===== config.mk =====
export PLATFORM = sky130hd
export DESIGN_NAME = steer_en_sm
export DESIGN_NICKNAME = d
export VERILOG_FILES = /design/src/rtl/steer_en_sm.sv
export SDC_FILE = /design/constraint.sdc
export NUM_CORES = 1
export LEC_CHECK = 0
export BUFFER_PORTS_ARGS = -buffer_cell sky130_fd_sc_hd__buf_2
export CORE_UTILIZATION = 35
export DETAILED_ROUTE_END_ITERATION = 10
export GPL_TIMING_DRIVEN = 0
export PLACE_DENSITY = 0.55
export SETUP_SLACK_MARGIN = 0.1
export SYNTH_ARGS = -nofsm -noshare
export SYNTH_HDL_FRONTEND = slang
export SYNTH_SLANG_ARGS = --single-unit

===== constraint.sdc =====
create_clock -name clk -period 5.23 [get_ports clk]
set_input_delay 1.046 -clock clk [delete_from_list [all_inputs] [get_ports clk]]
set_output_delay 1.046 -clock clk [all_outputs]
set_load 0.01 [all_outputs]

===== src/rtl/steer_en_sm.sv =====
// Steering-enable state machine: qualifies rider presence and balance from load cells.
// Optional macro STEER_DIFF_FILT_EN filters the STEER_EN->WAIT exit over two samples.
module steer_en_sm #(
    parameter int          fast_sim     = 1,
    parameter logic [11:0] MIN_RIDER_WT = 12'h200,
    parameter logic [11:0] WT_HYST      = 12'h40
) (
    input  logic        clk,
    input  logic        rst,
    input  logic        vld,
    input  logic [11:0] lft_ld,
    input  logic [11:0] rght_ld,
    output logic        en_steer,
    output logic        rider_off
);

    localparam int TW = (fast_sim != 0) ? 15 : 26;
    localparam logic [12:0] HI_THR = {1'b0, MIN_RIDER_WT} + {1'b0, WT_HYST};
    localparam logic [12:0] LO_THR = {1'b0, MIN_RIDER_WT} - {1'b0, WT_HYST};

    localparam logic [1:0] S_IDLE  = 2'd0;
    localparam logic [1:0] S_WAIT  = 2'd1;
    localparam logic [1:0] S_STEER = 2'd2;

    logic [11:0]   r_lft;
    logic [11:0]   r_rght;
    logic [TW-1:0] r_tmr;
    logic [1:0]    r_state;
    logic          r_en_steer;
    logic          r_rider_off;

    logic [12:0] w_sum;
    logic [11:0] w_diff;
    logic [12:0] w_diff13;
    logic        w_sum_gt_min;
    logic        w_sum_lt_min;
    logic        w_diff_gt_1_4;
    logic        w_diff_gt_15_16;
    logic        w_tmr_full;
    logic        w_clr_tmr;
    logic        w_steer_exit;
    logic [1:0]  w_state_next;

    always_ff @(posedge clk) begin
        if (rst) begin
            r_lft  <= '0;
            r_rght <= '0;
        end else if (vld) begin
            r_lft  <= lft_ld;
            r_rght <= rght_ld;
        end
    end

    assign w_sum    = {1'b0, r_lft} + {1'b0, r_rght};
    assign w_diff   = (r_lft >= r_rght) ? (r_lft - r_rght) : (r_rght - r_lft);
    assign w_diff13 = {1'b0, w_diff};

    assign w_sum_gt_min    = (w_sum > HI_THR);
    assign w_sum_lt_min    = (w_sum < LO_THR);
    assign w_diff_gt_1_4   = (w_diff13 > (w_sum >> 2));
    // sum - sum/16 can never underflow, so 13 bits suffice.
    assign w_diff_gt_15_16 = (w_diff13 > (w_sum - (w_sum >> 4)));

    assign w_tmr_full = &r_tmr;

    always_ff @(posedge clk) begin
        if (rst) begin
            r_tmr <= '0;
        end else if (w_clr_tmr) begin
            r_tmr <= '0;
        end else if (!w_tmr_full) begin
            r_tmr <= r_tmr + TW'(1);
        end
    end

`ifdef STEER_DIFF_FILT_EN
    logic r_new_samp;
    logic r_diff_flag;

    // r_new_samp marks the cycle in which a freshly captured sample is visible.
    assign w_steer_exit = w_diff_gt_15_16 & r_new_samp & r_diff_flag;

    always_ff @(posedge clk) begin
        if (rst) begin
            r_new_samp  <= 1'b0;
            r_diff_flag <= 1'b0;
        end else begin
            r_new_samp <= vld;
            if ((r_state != S_STEER) || (w_state_next != S_STEER)) begin
                r_diff_flag <= 1'b0;
            end else if (r_new_samp) begin
                r_diff_flag <= w_diff_gt_15_16;
            end
        end
    end
`else
    assign w_steer_exit = w_diff_gt_15_16;
`endif

    always_comb begin
        w_state_next = r_state;
        w_clr_tmr    = 1'b0;
        case (r_state)
            S_IDLE: begin
                if (w_sum_gt_min) begin
                    w_state_next = S_WAIT;
                    w_clr_tmr    = 1'b1;
                end
            end
            S_WAIT: begin
                if (w_sum_lt_min) begin
                    w_state_next = S_IDLE;
                end else if (w_diff_gt_1_4) begin
                    w_clr_tmr = 1'b1;
                end else if (w_tmr_full) begin
                    w_state_next = S_STEER;
                end
            end
            S_STEER: begin
                if (w_sum_lt_min) begin
                    w_state_next = S_IDLE;
                end else if (w_steer_exit) begin
                    w_state_next = S_WAIT;
                    w_clr_tmr    = 1'b1;
                end
            end
            default: w_state_next = S_IDLE;
        endcase
    end

    // Outputs are registered from the next state so they track r_state exactly.
    always_ff @(posedge clk) begin
        if (rst) begin
            r_state     <= S_IDLE;
            r_en_steer  <= 1'b0;
            r_rider_off <= 1'b1;
        end else begin
            r_state     <= w_state_next;
            r_en_steer  <= (w_state_next == S_STEER);
            r_rider_off <= (w_state_next == S_IDLE);
        end
    end

    assign en_steer  = r_en_steer;
    assign rider_off = r_rider_off;

endmodule

==> reports/metrics.cfg <==
[min_path]
hold_path.class = register to register

[worst_setup_path]
cp_common_cell = inv_1
slowest_delay_ns = 0.40
crit_family = compound AO/OA/AOI/OAI gates
setup.worst_path.end_class = register
worstSetupPathType = register to register
critPathLaunchType = register
cp_slowest_cell = ha_2
path_buf_inv = 4
crit_arrival_ns = 5.34
cp_max_fo = 5
crit_required_ns = 5.48

[clock_network]
clkSlewWorstSetupHoldPaths_ns = 0.06
worstSkewPairLatency_ns = 0.30
cts_buffers = 5
cts.htree.levels = 2
cts_sinks = 43
clockRootBuffer = clkbuf_16
cts_buffer_depth = 2
holdBufCountCts = 0
cts_tree = done

[timing]
rsz0062_at_grt = true
relSlewSlack = 0.451
worst_pin_slew_ns = 0.815
fmax_ghz = 0.196
fin_skew_ns = 0.0102
hold_viol_final = 0
finalCritPeriodShare = 0.975
setup_violations = 0
final_max_slew_viol_count = 0
period_needed_ns = 5.10

[yosys]
ys_ff_latch = 43
netlist_area_um2 = 4860
synth_top_area_share = 0.178
synthFlopType = dfxtp_1
syn_nets = 700
netlist_instances = 600
ys_seq_area_frac = 0.177
synth.largest_area_cell = ha_1
post-synth-top-count-cell = ha_1
synth_edf_count = 0
async_reset_ff_frac = 0
yosysWarnings = 0
syn_area_per_cell_um2 = 8.10
synthTopCellsByArea = ha_1 (18%), dfxtp_1 (18%), mux2i_1 (5.8%)
synth_commonest_cells = ha_1 (69), nor2_1 (64), inv_1 (53)
ys_types = 74

[cells_and_area]
final_util = 0.451
nFillCells = 1337
nets = 765
final_layout_size_suffix_gt1_frac = 0.254
num_antenna_cells = 0
area_growth_pct = 24.5

[floorplanning]
core_um2 = 13400
initial_utilization = 0.362
die-width_um = 120
fp.dieH_um = 120
rows = 42
io_pins = 29
die_area_um2 = 14400

[job]
drv_cap = 0

[place]
gp_congestion = 0.892
port_buffers = 26
dpl.hpwl_mm = 10.0

[power]
finalPower_mw = 1.86
ir_drop_uv = 173
power.leakage_nw = 2.67
powerDensity_nw_per_um2 = 308

[global_routing]
grt_pass1_vias = 4634
grt_pass1_wl_mm = 22.2
grt_overflow = 0
antenna_found_initial = 0
globalRouteTotalUtil = 0.196
grt_max_degree = 14

[route]
firstDrtPassIters = 5
drt-total-wl_mm = 13.2
ant_nets = 0
drc = 0
vias = 4541
drtIter0Drc = 157
wl_per_cell_um = 15.7
viasPerCell = 5.39

[outcome]
outcome = completed

## registers in the layout (all words and copies together) (netlist names)
name	count
rider_off	1
en_steer	1
r_lft	12
r_rght	12
r_tmr	15
r_state	2
## kinds of logic after synthesis
kind of cell             Yosys count  share of synthesized area
AO/OA/AOI/OAI                    141                      0.215
XOR/XNOR                          47                     0.0894
adder cells (fa/ha/maj)           74                      0.196
buffers and inverters             74                     0.0634
flip-flops                        43                      0.177
multiplexers                      30                     0.0623
AND/OR/NAND/NOR                  191                      0.196
## cell usage in the layout, fill, tap and decap left out, types with 5 or more instances in the layout
master     synthesis  layout
a31oi_1            5       5
mux2i_1           28      28
nor2b_1            7       6
buf_2              6      31
o21ai_0           18      15
nand4_1           16      16
nand3_1            9       8
nor2_1            64      61
and3_1             5       5
clkbuf_1           6       5
xnor2_2            3       6
xor2_1            14      13
a21oi_1           38      29
ha_4               0       5
nand2_1           42      41
dfxtp_1           43      35
inv_1             53      48
ha_1              69      63
clkbuf_16          0       5
inv_2              2       6
xnor2_1           30      26
nor3_1            10       8
a21o_1            16      16
a21oi_2            1       8
o211ai_1           9       9
buf_4              2      34
## metal layers
layer	global-route usage	vias up	share of wire
met5	0	-	0
met4	0.0813	0	0.034
met2	0.352	100	0.50
met3	0.0323	25	0.029
li1	-	2260	-
met1	0.228	2156	0.44
## worst register-to-register path: cells and delay by family, from the launching register on
kind	cells	cell delay, ns
adder cells (fa/ha/maj)	3	1.08
AO/OA/AOI/OAI	11	2.02
AND/OR/NAND/NOR	5	0.77
buffers and inverters	4	0.53
XOR/XNOR	2	0.29
flip-flops	1	0.38
## worst paths after layout
path / start / endpoint / cells past startpoint / slack (ns)
min reg2reg: r_lft[6] / r_lft[6] / 2 / 0.53
min: r_lft[6] / r_lft[6] / 2 / 0.53
max: r_lft[7] / r_state[0] / 25 / 0.13
max reg2reg: r_lft[7] / r_state[0] / 25 / 0.13
## area by class of cell
class,instances,area (um2),share of cell area
well taps,176,220,0.0364
inverters,55,210,0.0348
clock inverters,1,7.51,0.00124
multi-input cells,483,4090,0.676
flip-flops and latches,43,881,0.146
repair buffers,58,374,0.0619
plain buffers,19,113,0.0186
clock buffers,7,153,0.0252
## report_power, final
| group | internal [mW] | switching [mW] |
|---|---|---|
| Sequential | 0.345 | 0.0184 |
| Combinational | 0.523 | 0.638 |
| Clock | 0.203 | 0.136 |
## metrics by stage
| step | area (um2) | setup TNS, ns | instances | setup WS [ns] | hold slack (ns) |
|---|---|---|---|---|---|
| floorplan | 4870 | 0 | 600 | 0.108 | 0.487 |
| global placement | 5220 | -17.26 | 802 | -0.977 | 0.517 |
| detailed placement | 5220 | -18.66 | 802 | -1.06 | 0.539 |
| CTS | 5880 | 0 | 833 | 0.0966 | 0.543 |
| global route | 6050 | -1.96 | 842 | -0.159 | 0.559 |
| finish | 6050 | 0 | 842 | 0.132 | 0.529 |
## what timing repair did
action,in CTS,in global routing
endpoints found under the setup margin,19,19
setup buffers,23,9
gates cloned,0,0
pin swaps,22,23
resized for setup,71,23
(Power assumes the default switching activity.)
